File: src/rtl/zld_xc9_pkg.sv
// Shared definitions for the zero run-length decoder: FSM states and token field helpers.
package zld_xc9_pkg;

  localparam int unsigned DefaultDw = 3;

  typedef enum logic [0:0] {
    StStart = 1'b0,
    StZeros = 1'b1
  } state_e;

  // Token is DW+1 bits wide; the top bit distinguishes a run from a literal.
  function automatic int unsigned token_run_bit(int unsigned dw);
    return dw;
  endfunction

endpackage

File: src/rtl/zld_xc9_if.sv
// Valid/back-pressure stream bundle; a transfer happens on an edge with v=1 and b=0.
interface zld_xc9_if #(
  parameter int unsigned W = 3
) ();
  logic [W-1:0] d;
  logic         v;
  logic         b;

  modport master (output d, output v, input b);
  modport slave  (input d, input v, output b);
endinterface

File: src/rtl/zld_xc9_dp.sv
// Decoder datapath: output data register (literal or zero) and remaining-zeros counter.
module zld_xc9_dp #(
  parameter int unsigned DW = 3
) (
  input  logic          clock,
  input  logic          reset,
  input  logic [DW-1:0] tok_val,
  input  logic          ld_lit,
  input  logic          ld_zero,
  input  logic          cnt_ld,
  input  logic          cnt_dec,
  output logic [DW-1:0] out_d,
  output logic          f_cnt_eq_1,
  output logic          f_len_nz
);

  logic [DW-1:0] od_q;
  logic [DW-1:0] cnt_q;

  assign out_d      = od_q;
  assign f_cnt_eq_1 = (cnt_q == DW'(1));
  assign f_len_nz   = |tok_val;

  always_ff @(posedge clock) begin
    if (reset) begin
      od_q  <= '0;
      cnt_q <= '0;
    end else begin
      if (ld_lit) begin
        od_q <= tok_val;
      end else if (ld_zero) begin
        od_q <= '0;
      end
      // Decrement only happens in ZEROS, which is entered with cnt >= 1.
      if (cnt_ld) begin
        cnt_q <= tok_val;
      end else if (cnt_dec) begin
        cnt_q <= cnt_q - DW'(1);
      end
    end
  end

endmodule

File: src/rtl/zld_xc9_fsm.sv
// Decoder control: START/ZEROS state, input back-pressure, output valid and datapath selects.
module zld_xc9_fsm
  import zld_xc9_pkg::*;
(
  input  logic clock,
  input  logic reset,
  input  logic in_v,
  input  logic tok_run,
  input  logic run_len_nz,
  input  logic out_b,
  input  logic f_cnt_eq_1,
  output logic in_b,
  output logic out_v,
  output logic ld_lit,
  output logic ld_zero,
  output logic cnt_ld,
  output logic cnt_dec
);

  state_e state_q, state_d;
  logic   out_v_q, out_v_d;
  logic   accept;
  logic   taken;

  // While a run is being expanded no new token may enter.
  assign in_b   = (state_q == StZeros) | (out_v_q & out_b);
  assign accept = in_v & ~in_b;
  assign taken  = out_v_q & ~out_b;
  assign out_v  = out_v_q;

  always_comb begin
    state_d = state_q;
    out_v_d = out_v_q;
    ld_lit  = 1'b0;
    ld_zero = 1'b0;
    cnt_ld  = 1'b0;
    cnt_dec = 1'b0;
    case (state_q)
      StStart: begin
        if (accept) begin
          out_v_d = 1'b1;
          if (tok_run) begin
            ld_zero = 1'b1;
            cnt_ld  = 1'b1;
            if (run_len_nz) begin
              state_d = StZeros;
            end
          end else begin
            ld_lit = 1'b1;
          end
        end else if (taken) begin
          out_v_d = 1'b0;
        end
      end
      StZeros: begin
        if (taken) begin
          out_v_d = 1'b1;
          ld_zero = 1'b1;
          cnt_dec = 1'b1;
          if (f_cnt_eq_1) begin
            state_d = StStart;
          end
        end
      end
      default: begin
        state_d = StStart;
      end
    endcase
  end

  always_ff @(posedge clock) begin
    if (reset) begin
      state_q <= StStart;
      out_v_q <= 1'b0;
    end else begin
      state_q <= state_d;
      out_v_q <= out_v_d;
    end
  end

endmodule

File: src/rtl/zld_xc9.sv
// Zero run-length decoder top: expands run tokens into zeros and passes literals through.
module zld_xc9
  import zld_xc9_pkg::*;
#(
  parameter int unsigned DW = DefaultDw
) (
  input  logic   clock,
  input  logic   reset,
  zld_xc9_if.slave  i,
  zld_xc9_if.master o
);

  localparam int unsigned TW          = DW + 1;
  localparam int unsigned TokenRunBit = token_run_bit(DW);

  logic [DW-1:0] tok_val;
  logic          tok_run;
  logic          ld_lit;
  logic          ld_zero;
  logic          cnt_ld;
  logic          cnt_dec;
  logic          f_cnt_eq_1;
  logic          f_len_nz;
  logic          in_b;
  logic          out_v;
  logic [DW-1:0] out_d;

  assign tok_val = i.d[DW-1:0];
  assign tok_run = i.d[TokenRunBit];
  assign i.b     = in_b;
  assign o.v     = out_v;
  assign o.d     = out_d;

  zld_xc9_fsm u_fsm (
    .clock      (clock),
    .reset      (reset),
    .in_v       (i.v),
    .tok_run    (tok_run),
    .run_len_nz (f_len_nz),
    .out_b      (o.b),
    .f_cnt_eq_1 (f_cnt_eq_1),
    .in_b       (in_b),
    .out_v      (out_v),
    .ld_lit     (ld_lit),
    .ld_zero    (ld_zero),
    .cnt_ld     (cnt_ld),
    .cnt_dec    (cnt_dec)
  );

  zld_xc9_dp #(
    .DW (DW)
  ) u_dp (
    .clock      (clock),
    .reset      (reset),
    .tok_val    (tok_val),
    .ld_lit     (ld_lit),
    .ld_zero    (ld_zero),
    .cnt_ld     (cnt_ld),
    .cnt_dec    (cnt_dec),
    .out_d      (out_d),
    .f_cnt_eq_1 (f_cnt_eq_1),
    .f_len_nz   (f_len_nz)
  );

  if (TW != DW + 1) begin : g_bad_tw
    $error("token width must be DW+1");
  end

endmodule

File: src/flat_wrapper.sv
// flat-port wrapper written by rule: the top's interface ports become plain ports
module zld_xc9_flat import zld_xc9_pkg::*;
#(
  parameter int unsigned DW = DefaultDw
)
  (clock, reset, i_d, i_v, i_b, o_d, o_v, o_b);
  zld_xc9_if #(.W(4)) i_i ();
  zld_xc9_if #(.W(3)) o_i ();
  input  logic clock;
  input  logic reset;
  input wire logic [$bits(i_i.d)-1:0] i_d;
  input wire logic [$bits(i_i.v)-1:0] i_v;
  output wire logic [$bits(i_i.b)-1:0] i_b;
  output wire logic [$bits(o_i.d)-1:0] o_d;
  output wire logic [$bits(o_i.v)-1:0] o_v;
  input wire logic [$bits(o_i.b)-1:0] o_b;
  assign i_i.d = i_d;
  assign i_i.v = i_v;
  assign i_b = i_i.b;
  assign o_d = o_i.d;
  assign o_v = o_i.v;
  assign o_i.b = o_b;
  zld_xc9 #(.DW(DW)) u_core (.clock(clock), .reset(reset), .i(i_i), .o(o_i));
endmodule
File: config.mk
export PLATFORM = sky130hd
export DESIGN_NAME = zld_xc9_flat
export DESIGN_NICKNAME = d
export VERILOG_FILES = /design/src/rtl/zld_xc9_pkg.sv /design/src/rtl/zld_xc9_if.sv /design/src/rtl/zld_xc9_dp.sv /design/src/rtl/zld_xc9_fsm.sv /design/src/rtl/zld_xc9.sv /design/src/flat_wrapper.sv
export SDC_FILE = /design/constraint.sdc
export NUM_CORES = 1
export LEC_CHECK = 0
export BUFFER_PORTS_ARGS = -buffer_cell sky130_fd_sc_hd__clkbuf_2
export CAP_MARGIN = 15
export CORE_AREA = 2 2 39 41
export CTS_CLUSTER_DIAMETER = 40
export DETAILED_ROUTE_END_ITERATION = 7
export DIE_AREA = 0 0 41 43
export PLACE_DENSITY_LB_ADDON = 0.1
export SLEW_MARGIN = 20
export SYNTH_ARGS = -nofsm -noshare
export SYNTH_HDL_FRONTEND = slang
export SYNTH_HIERARCHICAL = 1
export SYNTH_SLANG_ARGS = --single-unit
File: constraint.sdc
create_clock -name clock -period 1.42 [get_ports clock]
set_input_delay 0.284 -clock clock [delete_from_list [all_inputs] [get_ports clock]]
set_output_delay 0.284 -clock clock [all_outputs]
set_load 0.02 [all_outputs]
==> results of run 1 <==
routing by layer:
layer / track usage (%) / share of wire [%]
met1: 17.2 / 47
met2: 18.8 / 47
met3: 4.71 / 5.2
met4: 6.00 / 0.43
met5: 0 / 0
final cells by class:
| type | count | area share [%] |
|---|---|---|
| clock buffer | 4 | 4.39 |
| inverter | 4 | 2.51 |
| multi-input combinational | 36 | 44.6 |
| sequential | 8 | 27.6 |
| tap | 16 | 3.35 |
| timing repair buffer | 18 | 17.6 |
power by group:
| part | internal, uW | switching [uW] | leakage [uW] | total (uW) |
|---|---|---|---|---|
| clock | 108 | 84.6 | 0.0000150 | 193 |
| combinational | 56.9 | 57.0 | 0.000184 | 114 |
| sequential | 239 | 10.9 | 0.0000666 | 250 |
| total | 404 | 153 | 0.000265 | 557 |
worst register-to-register path, delay by kind of cell, from the launching register on:
kind	cells	cell delay (ns)
simple gates	4	0.84
flops	1	0.36
compound gates	1	0.12
cells by family after synthesis:
kind of cell	Yosys count	synth area share (%)
buffers and inverters	4	3.49
and+or+nand+nor	23	33.4
AOI/OAI and AO/OA	10	18.0
xor gates and xnor gates	1	2.04
adders and majority gates	2	5.81
DFF	8	37.2
registers in the layout (all words and copies together), names as in the netlist:
| name | count |
|---|---|
| u_core/u_dp/cnt_q | 3 |
| u_core/u_fsm/out_v | 1 |
| u_core/u_fsm/state_q | 1 |
| u_core/u_dp/out_d | 3 |
layout by cell type (no fill, tap or decap), drive strengths merged, types with 2 or more instances in the layout:
cell type	n
ha	2
inv	4
nor2b	3
nand2	5
a211oi	3
a21oi	3
dfxtp	8
nor2	4
clkbuf	16
or3b	3
buf	6
worst paths after layout:
kind | start | end | slack [ns] | cells past startpoint
setup / recovery | u_core/u_fsm/out_v | u_core/u_dp/out_d[1] | 0.03 | 5
hold / removal | i_d[2] | u_core/u_dp/out_d[2] | 0.29 | 3
setup reg to reg | u_core/u_fsm/out_v | u_core/u_dp/out_d[1] | 0.03 | 5
hold reg to reg | u_core/u_dp/cnt_q[1] | u_core/u_dp/cnt_q[1] | 0.53 | 2
through the flow:
| stage | power [uW] | hold slack (ns) | worst slack, ns | instance area [um^2] | TNS, ns |
|---|---|---|---|---|---|
| 2_1_floorplan | 317 | 0.347 | 0.0212 | 437 | 0 |
| 3_3_place_gp | 365 | 0.510 | -0.0844 | 562 | -0.207 |
| 3_5_place_dp | 366 | 0.521 | -0.0897 | 562 | -0.231 |
| 4_1_cts | 564 | 0.288 | 0.00702 | 589 | 0 |
| 5_1_grt | 598 | 0.292 | -0.0166 | 598 | -0.0166 |
| 6_report | 557 | 0.295 | 0.0260 | 598 | 0 |
timing repair:
item                                   4_1_cts  5_1_grt
resized for setup                            1        3
setup endpoints to repair                    3        3
setup buffers                                0        0
endpoints found under the hold margin        0        0
pin swaps                                    0        5
==> results.py, run 1 <==
metrics = {
    "hold_path": {
        "hp-class": "input port to register",
    },
    "timing": {
        "setup_violations": 0,
        "clock.fmax_mhz": 717,
        "fin_crit_sh_pct": 98.2,
        "min_period_ns": 1.39,
        "tightest_slew_ns": 0.318,
        "fin_skew_ns": 0.00730,
        "final_hold_viol_count": 0,
        "grt_setup_unrepaired": "yes",
        "slew_headroom_pct": 78.7,
        "finalMaxSlewViolations": 0,
    },
    "logic_synthesis": {
        "syn_inst": 48,
        "ys.flop_type": "dfxtp_1",
        "yosys.area.top_type": "dfxtp_1",
        "synth_edf_count": 0,
        "synthTopCellsByArea": "dfxtp_1 (37%), or3b_1 (6.1%), ha_1 (5.8%)",
        "synth_fp_nets": 58,
        "synth_common_cells": "dfxtp_1 (8), nand2_1 (5), inv_1 (4), nor2_1 (4)",
        "synth.distinct_cells": 23,
        "syn_area_um2": 430,
        "avgSynthCellArea_um2": 8.97,
        "ys_ff_latch": 8,
        "yosys.area.top_type_share_pct": 37.2,
        "ys_seq_area_share_pct": 37.2,
        "async_flop_share_pct": 0,
        "ys_warn_count": 6,
        "synth.most_common_cell": "dfxtp_1",
    },
    "routing": {
        "postRouteAntennaNets": 0,
        "drc": 0,
        "firstDrtPassIters": 4,
        "wire_per_inst_um": 10.7,
        "num_vias": 399,
        "vias_per_cell": 4.64,
        "drtIter0Drc": 3,
        "wirelength_um": 921,
    },
    "placement": {
        "numPortBuffers": 12,
        "place_inst": 82,
        "place_congestion": 0.589,
    },
    "floorplan": {
        "die_x_um": 41,
        "coreArea_um2": 1380,
        "initial_core_util_pct": 31.1,
        "row_count": 14,
        "dieHeight_um": 43,
        "die_area_um2": 1760,
        "pin_count": 13,
    },
    "layout": {
        "multiInputGateArea_um2": 267,
        "nets": 81,
        "area_growth_syn_to_layout_pct": 39.0,
        "antenna_cells": 0,
        "drive_gt1_share_pct": 42.9,
        "final_cells": 86,
        "regArea_um2": 165,
        "fillers": 155,
        "fin_util_pct": 43.2,
    },
    "critical_path": {
        "slowest_delay_ns": 0.39,
        "crit_buf_inv": 0,
        "crit_slowest_cell": "or3b_4",
        "worst_ep_required_time_ns": 1.60,
        "start_kind": "register",
        "crit_chain": "nand2_2, and3_4, or2_4, or3b_4, a21oi_2",
        "criticalPathCategory": "register to register",
        "worstSetupEndpointType": "register",
        "path_delay_family": "simple AND/OR/NAND/NOR gates",
        "worstPathArrival_ns": 1.58,
        "crit_fanout": 4,
    },
    "clocking": {
        "root_buffer": "clkbuf_4",
        "clock-sinks": 8,
        "clockBufferDepth": 2,
        "cts_tree": "built",
        "ctsHoldBuffers": 0,
        "clk_pin_slew_ns": 0.06,
        "cts_buffers": 3,
        "htreeDepth": 1,
        "insertion_delay_ns": 0.25,
    },
    "outcome": {
        "outcome": "finished clean",
    },
    "run": {
        "drv_cap": 0,
    },
    "pwr": {
        "ir_drop_uv": 489,
        "cellPowerDensity_nw_per_um2": 931,
        "p_leak_uw": 0.000265,
    },
    "global_routing": {
        "grt_pass1_vias": 388,
        "track_usage_pct": 13.2,
        "grt_max_degree": 10,
        "grt_antenna_before_repair": 0,
        "grt.overflow.total": 0,
        "grt_pass1_wl_um": 1570,
    },
}
(Power assumes the default switching activity.)
==> run 2, diff against run 1 <==
Settings changed: CTS_BUF_LIST set to sky130_fd_sc_hd__clkbuf_2.
==> run 2 against run 1 <==
Against the previous run:
- total power shrank 5.4%
- wire length grew 2.2%
- non-clock buffer count is the same
- critical endpoint unchanged
- highest routed layer unchanged
- combinational power is essentially flat
- sequential share of layout area grew 0.29 points
- first-iteration DRC count shrank 67%
==> results.py, run 2 (same netlist as run 1, synthesis figures left out) <==
metrics = {
    "outcome": {
        "outcome": "finished clean",
    },
    "pwr": {
        "switching_power_uw": 156,
        "p_leak_uw": 0.000267,
        "p_clk_share_pct": 30.9,
        "cellPowerDensity_nw_per_um2": 890,
        "internal-power_uw": 371,
        "seqPwrFrac_pct": 47.5,
        "fin_total_pwr_uw": 527,
        "ir_drop_uv": 465,
        "sw_frac_of_total_pct": 29.6,
        "p_comb_share_pct": 21.7,
    },
    "clocking": {
        "insertion_delay_ns": 0.24,
        "clockBufferDepth": 2,
        "clk_pin_slew_ns": 0.09,
        "postCtsSetupBuffers": 0,
        "root_buffer": "clkbuf_2",
        "ctsHoldBuffers": 0,
        "cts_tree": "built",
        "htreeDepth": 1,
        "cts_buffers": 3,
        "clock-sinks": 8,
    },
    "run": {
        "drv_cap": 0,
    },
    "floorplan": {
        "initial_core_util_pct": 31.1,
        "coreArea_um2": 1380,
        "die_area_um2": 1760,
        "die_x_um": 41,
        "row_count": 14,
        "pin_count": 13,
        "dieHeight_um": 43,
    },
    "critical_path": {
        "regToRegSetupSlack_ns": 0.02,
        "r2r-start": "u_core/u_fsm/state_q",
        "worstReg2RegEnd": "u_core/u_dp/out_d[1]",
        "start_kind": "register",
        "worstSetupStartpoint": "u_core/u_fsm/state_q",
        "worstSetupEndpointType": "register",
        "criticalPathCategory": "register to register",
        "crit_end": "u_core/u_dp/out_d[1]",
        "worstPathArrival_ns": 1.57,
        "worst_ep_required_time_ns": 1.60,
        "reg2reg_depth": 5,
        "crit_fanout": 4,
    },
    "layout": {
        "final_common_cell": "clkbuf_2",
        "final_cell_mix": "clkbuf_2 (16), buf_4 (6), dfxtp_1 (6)",
        "antenna_cells": 0,
        "drive_gt1_share_pct": 44.3,
        "area_growth_syn_to_layout_pct": 37.5,
        "fin_util_pct": 42.8,
        "nets": 81,
    },
    "timing": {
        "final_hold_viol_count": 0,
        "hold_slack_ns": 0.304,
        "clock.fmax_mhz": 716,
        "finalMaxSlewViolations": 0,
        "fin_skew_ns": 0.00590,
        "fin_crit_sh_pct": 98.3,
        "slew_headroom_pct": 77.9,
        "min_period_ns": 1.40,
        "tightest_slew_ns": 0.330,
        "setup_violations": 0,
        "grt_setup_unrepaired": "yes",
    },
    "routing": {
        "postRouteAntennaNets": 0,
        "wirelength_um": 941,
        "firstDrtPassIters": 4,
        "num_vias": 396,
        "wire_per_inst_um": 10.9,
        "drtIter0Drc": 1,
        "vias_per_cell": 4.60,
        "drc": 0,
    },
    "global_routing": {
        "grt_pass1_vias": 388,
        "track_usage_pct": 13.5,
        "grt_antenna_before_repair": 0,
        "grt_pass1_wl_um": 1580,
        "grt.overflow.total": 0,
        "grt_max_degree": 10,
    },
    "placement": {
        "numPortBuffers": 12,
        "place_congestion": 0.589,
    },
    "hold_path": {
        "hp-class": "input port to register",
    },
}
[run 2: changes by cell type in the layout (fill, tap and decap cells not counted)]
cell,before,now
clkbuf_2,12,16
clkbuf_4,3,0
clkbuf_1,1,0
[run 2: metal layers]
layer	wire [um]	global-route usage, %	vias to the layer above
met5	0	0	-
met4	4	8.00	0
met3	48	4.71	2
met2	443	18.8	7
met1	445	17.2	170
li1	-	-	217
[run 2: stage by stage]
step                setup TNS, ns  setup slack, ns  area [um^2]  std cells
floorplan                       0           0.0212          437         48
global placement           -0.207          -0.0844          562         82
detailed placement         -0.231          -0.0897          562         82
CTS                             0          0.00913          583         86
global route              -0.0987          -0.0400          592         86
finish                          0           0.0237          592         86
[run 2: layout make-up]
class	instances	area (um^2)
Fill cell	155	792
Timing Repair Buffer	18	105
Tap cell	16	20.0
Multi-Input combinational cell	36	267
Inverter	4	15.0
Clock buffer	4	20.0
Sequential cell	8	165
[run 2: worst min path at each step]
stage	cells past startpoint	endpoint	from
after CTS	3	u_core/u_dp/cnt_q[2]	i_d[2]
final	3	u_core/u_dp/out_d[0]	i_d[0]
after global routing	3	u_core/u_dp/cnt_q[2]	i_d[2]
after global placement	2	u_core/u_dp/cnt_q[1]	u_core/u_dp/cnt_q[1]
after floorplan	1	u_core/u_fsm/out_v	reset
after detailed placement	2	u_core/u_dp/cnt_q[1]	u_core/u_dp/cnt_q[1]
[run 2: worst max-delay path, stage by stage (launching register included)]
cell and delay, ns:
dfxtp_2 0.37, nor2b_2 0.05, and3_4 0.18, or2_4 0.25
or3b_4 0.37, a21oi_2 0.12
[run 2: power groups by stage]
stage	logic [uW]	clock network, uW	registers (uW)
finish	114	163	250
CTS	112	171	250
global placement	110	0	255
global route	129	184	252
floorplan	56.1	0	261
detailed placement	111	0	256
[run 2: what timing repair did]
item | CTS | global route
resized for setup | 1 | 3
pin swaps | 1 | 2
cloned | 0 | 0
endpoints found under the setup margin | 3 | 3
==> run 3, diff against run 2 <==
Settings changed: ABC_AREA set to 1.
==> run 3 against run 2 <==
Against the previous run:
- core utilization decreased by 2.3 points
- hold slack got worse by 0.012 ns
- synthesized area grew 6.4%
- largest power group unchanged
- wire length is 7.0% lower
==> results.py, run 3 <==
metrics = {
    "critical_path": {
        "start_kind": "register",
        "crit_fanout": 4,
        "criticalPathCategory": "register to output port",
        "worstReg2RegEnd": "u_core/u_dp/cnt_q[2]",
        "crit_buf_inv": 1,
        "crit_chain": "nand2_2, nand2_1, clkbuf_2",
        "crit_slowest_cell": "dfxtp_1",
        "slowest_delay_ns": 0.38,
        "path_delay_family": "flip-flops",
        "r2r-start": "u_core/u_fsm/out_v",
        "worst_ep_required_time_ns": 1.14,
        "worstPathArrival_ns": 0.93,
        "worstSetupEndpointType": "output port",
        "regToRegSetupSlack_ns": 0.23,
        "reg2reg_depth": 7,
    },
    "logic_synthesis": {
        "ys_seq_area_share_pct": 35.0,
        "async_flop_share_pct": 0,
        "yosys.area.top_type": "dfxtp_1",
        "avgSynthCellArea_um2": 6.64,
        "yosys.area.top_type_share_pct": 35.0,
        "syn_inst": 69,
        "synth.most_common_cell": "nand2_1",
        "synth_common_cells": "nand2_1 (16), inv_1 (14), dfxtp_1 (8)",
        "synth.distinct_cells": 18,
        "synth_fp_nets": 79,
        "syn_area_um2": 458,
        "ys_warn_count": 6,
        "synthTopCellsByArea": "dfxtp_1 (35%), nand2_1 (13%), inv_1 (11%)",
        "ys_ff_latch": 8,
        "synth_edf_count": 0,
        "ys.flop_type": "dfxtp_1",
    },
    "layout": {
        "fin_util_pct": 40.5,
        "final_cells": 101,
        "nets": 97,
        "final_cell_mix": "nand2_1 (16), clkbuf_2 (15), inv_1 (14)",
        "final_cell_area_um2": 561,
        "area_growth_syn_to_layout_pct": 22.4,
        "drive_gt1_share_pct": 25.9,
        "antenna_cells": 0,
        "final_common_cell": "nand2_1",
    },
    "placement": {
        "dp_slack_ns": 0.202,
        "numPortBuffers": 12,
        "place_inst": 98,
        "dpl_cell_area_um2": 546,
        "place_congestion": 0.775,
        "dpl.hpwl_um": 723,
    },
    "clocking": {
        "htreeDepth": 1,
        "insertion_delay_ns": 0.24,
        "cts_tree": "built",
        "cts_buffers": 3,
        "ctsHoldBuffers": 0,
        "cts_resized": 0,
        "clockBufferDepth": 2,
        "clk_pin_slew_ns": 0.08,
        "clock-sinks": 8,
        "postCtsSetupBuffers": 0,
        "root_buffer": "clkbuf_2",
    },
    "global_routing": {
        "grt.overflow.total": 0,
        "grt_pass1_wl_um": 1490,
        "grt_antenna_before_repair": 0,
        "track_usage_pct": 12.6,
        "busiest_layer": "met2",
        "gr-usage-met1_pct": 15.3,
        "grt_max_degree": 8,
        "grt_pass1_vias": 400,
        "use_met3_pct": 8.38,
        "grt_use_met2_pct": 17.5,
    },
    "routing": {
        "num_vias": 442,
        "drtIter0Drc": 4,
        "postRouteAntennaNets": 0,
        "drc": 0,
        "wire_per_inst_um": 8.66,
        "firstDrtPassIters": 2,
        "wirelength_um": 875,
        "vias_per_cell": 4.38,
    },
    "run": {
        "drv_cap": 0,
    },
    "pwr": {
        "ir_drop_uv": 407,
        "cellPowerDensity_nw_per_um2": 886,
        "p_leak_uw": 0.000283,
    },
    "floorplan": {
        "coreArea_um2": 1380,
        "initial_core_util_pct": 33.1,
        "dieHeight_um": 43,
        "die_x_um": 41,
        "row_count": 14,
        "pin_count": 13,
        "die_area_um2": 1760,
    },
    "timing": {
        "setup_violations": 0,
        "slew_headroom_pct": 84.8,
        "fin_skew_ns": 0.00836,
        "worst_slack_ns": 0.207,
        "final_hold_viol_count": 0,
        "fin_crit_sh_pct": 85.4,
        "finalMaxSlewViolations": 0,
        "min_period_ns": 1.21,
        "clock.fmax_mhz": 824,
        "tns_ns": 0,
        "tightest_slew_ns": 0.227,
        "grt_setup_unrepaired": "no",
    },
    "hold_path": {
        "hp-start": "reset",
        "whs_path_depth": 2,
        "hp-class": "input port to register",
        "min_to": "u_core/u_dp/cnt_q[2]",
    },
    "outcome": {
        "outcome": "finished clean",
    },
}
==> run 3: changes by cell type after synthesis, moves of 2 or more <==
| cell | previous run | this run |
|---|---|---|
| inv_1 | 4 | 14 |
| nand2_1 | 5 | 16 |
| nor2_2 | 0 | 2 |
| nor2b_1 | 2 | 0 |
| nand3_1 | 0 | 4 |
| a21oi_1 | 3 | 6 |
| nor2_1 | 4 | 7 |
| or3b_1 | 3 | 0 |
| a211oi_1 | 3 | 0 |
==> run 3: layer usage <==
| layer | part of all wire (%) | wire length [um] |
|---|---|---|
| met5 | 0 | 0 |
| met4 | 0 | 0 |
| met3 | 5.8 | 51 |
| met2 | 47 | 414 |
| met1 | 47 | 408 |
==> run 3: stage by stage <==
step	total power, uW	hold WS (ns)
after floorplan	328	0.346
after global placement	369	0.449
after detailed placement	368	0.453
after CTS	511	0.285
after global routing	533	0.292
final	497	0.292
==> run 3: layout make-up <==
cell class                      instances  area (um^2)
Multi-Input combinational cell         45          238
Inverter                               16         60.1
Timing Repair Buffer                   13         67.6
Tap cell                               16         20.0
Fill cell                             157          823
Sequential cell                         8          160
Clock buffer                            3         15.0
==> run 3: report_power, final <==
group / internal [uW] / switching, uW / total (uW)
registers: 239 / 10.6 / 249
clock network: 57.6 / 78.3 / 136
logic: 44.1 / 67.3 / 111
==> run 3: worst max-delay path by stage <==
stage                                   from                   end  slack (ns)  cells after the start
after floorplan           u_core/u_fsm/out_v  u_core/u_dp/cnt_q[2]        0.17                      6
after global placement                   o_b  u_core/u_dp/cnt_q[2]        0.22                      8
after detailed placement                 o_b  u_core/u_dp/cnt_q[2]        0.20                      8
after CTS                 u_core/u_fsm/out_v                   i_b        0.18                      3
after global routing      u_core/u_fsm/out_v  u_core/u_dp/cnt_q[1]        0.11                      9
final                     u_core/u_fsm/out_v                   i_b        0.21                      3
==> run 3: cells by family (layout without fill, tap and decap cells) <==
kind of cell	after synthesis	count (layout)	share of synthesized area [%]
fa+ha+maj	2	2	5.46
simple gates	33	33	34.2
compound gates	10	10	12.3
flops	8	8	35.0
buf+inv	16	32	13.1
==> run 3: worst register-to-register path, cell delays in order, from the launching register on <==
cell and delay (ns):
dfxtp_1 0.38, nand2_2 0.09, nand3_4 0.09, nor2_1 0.05, buf_4 0.15, nor2_1 0.14, nand3_1 0.11, a21oi_2 0.13
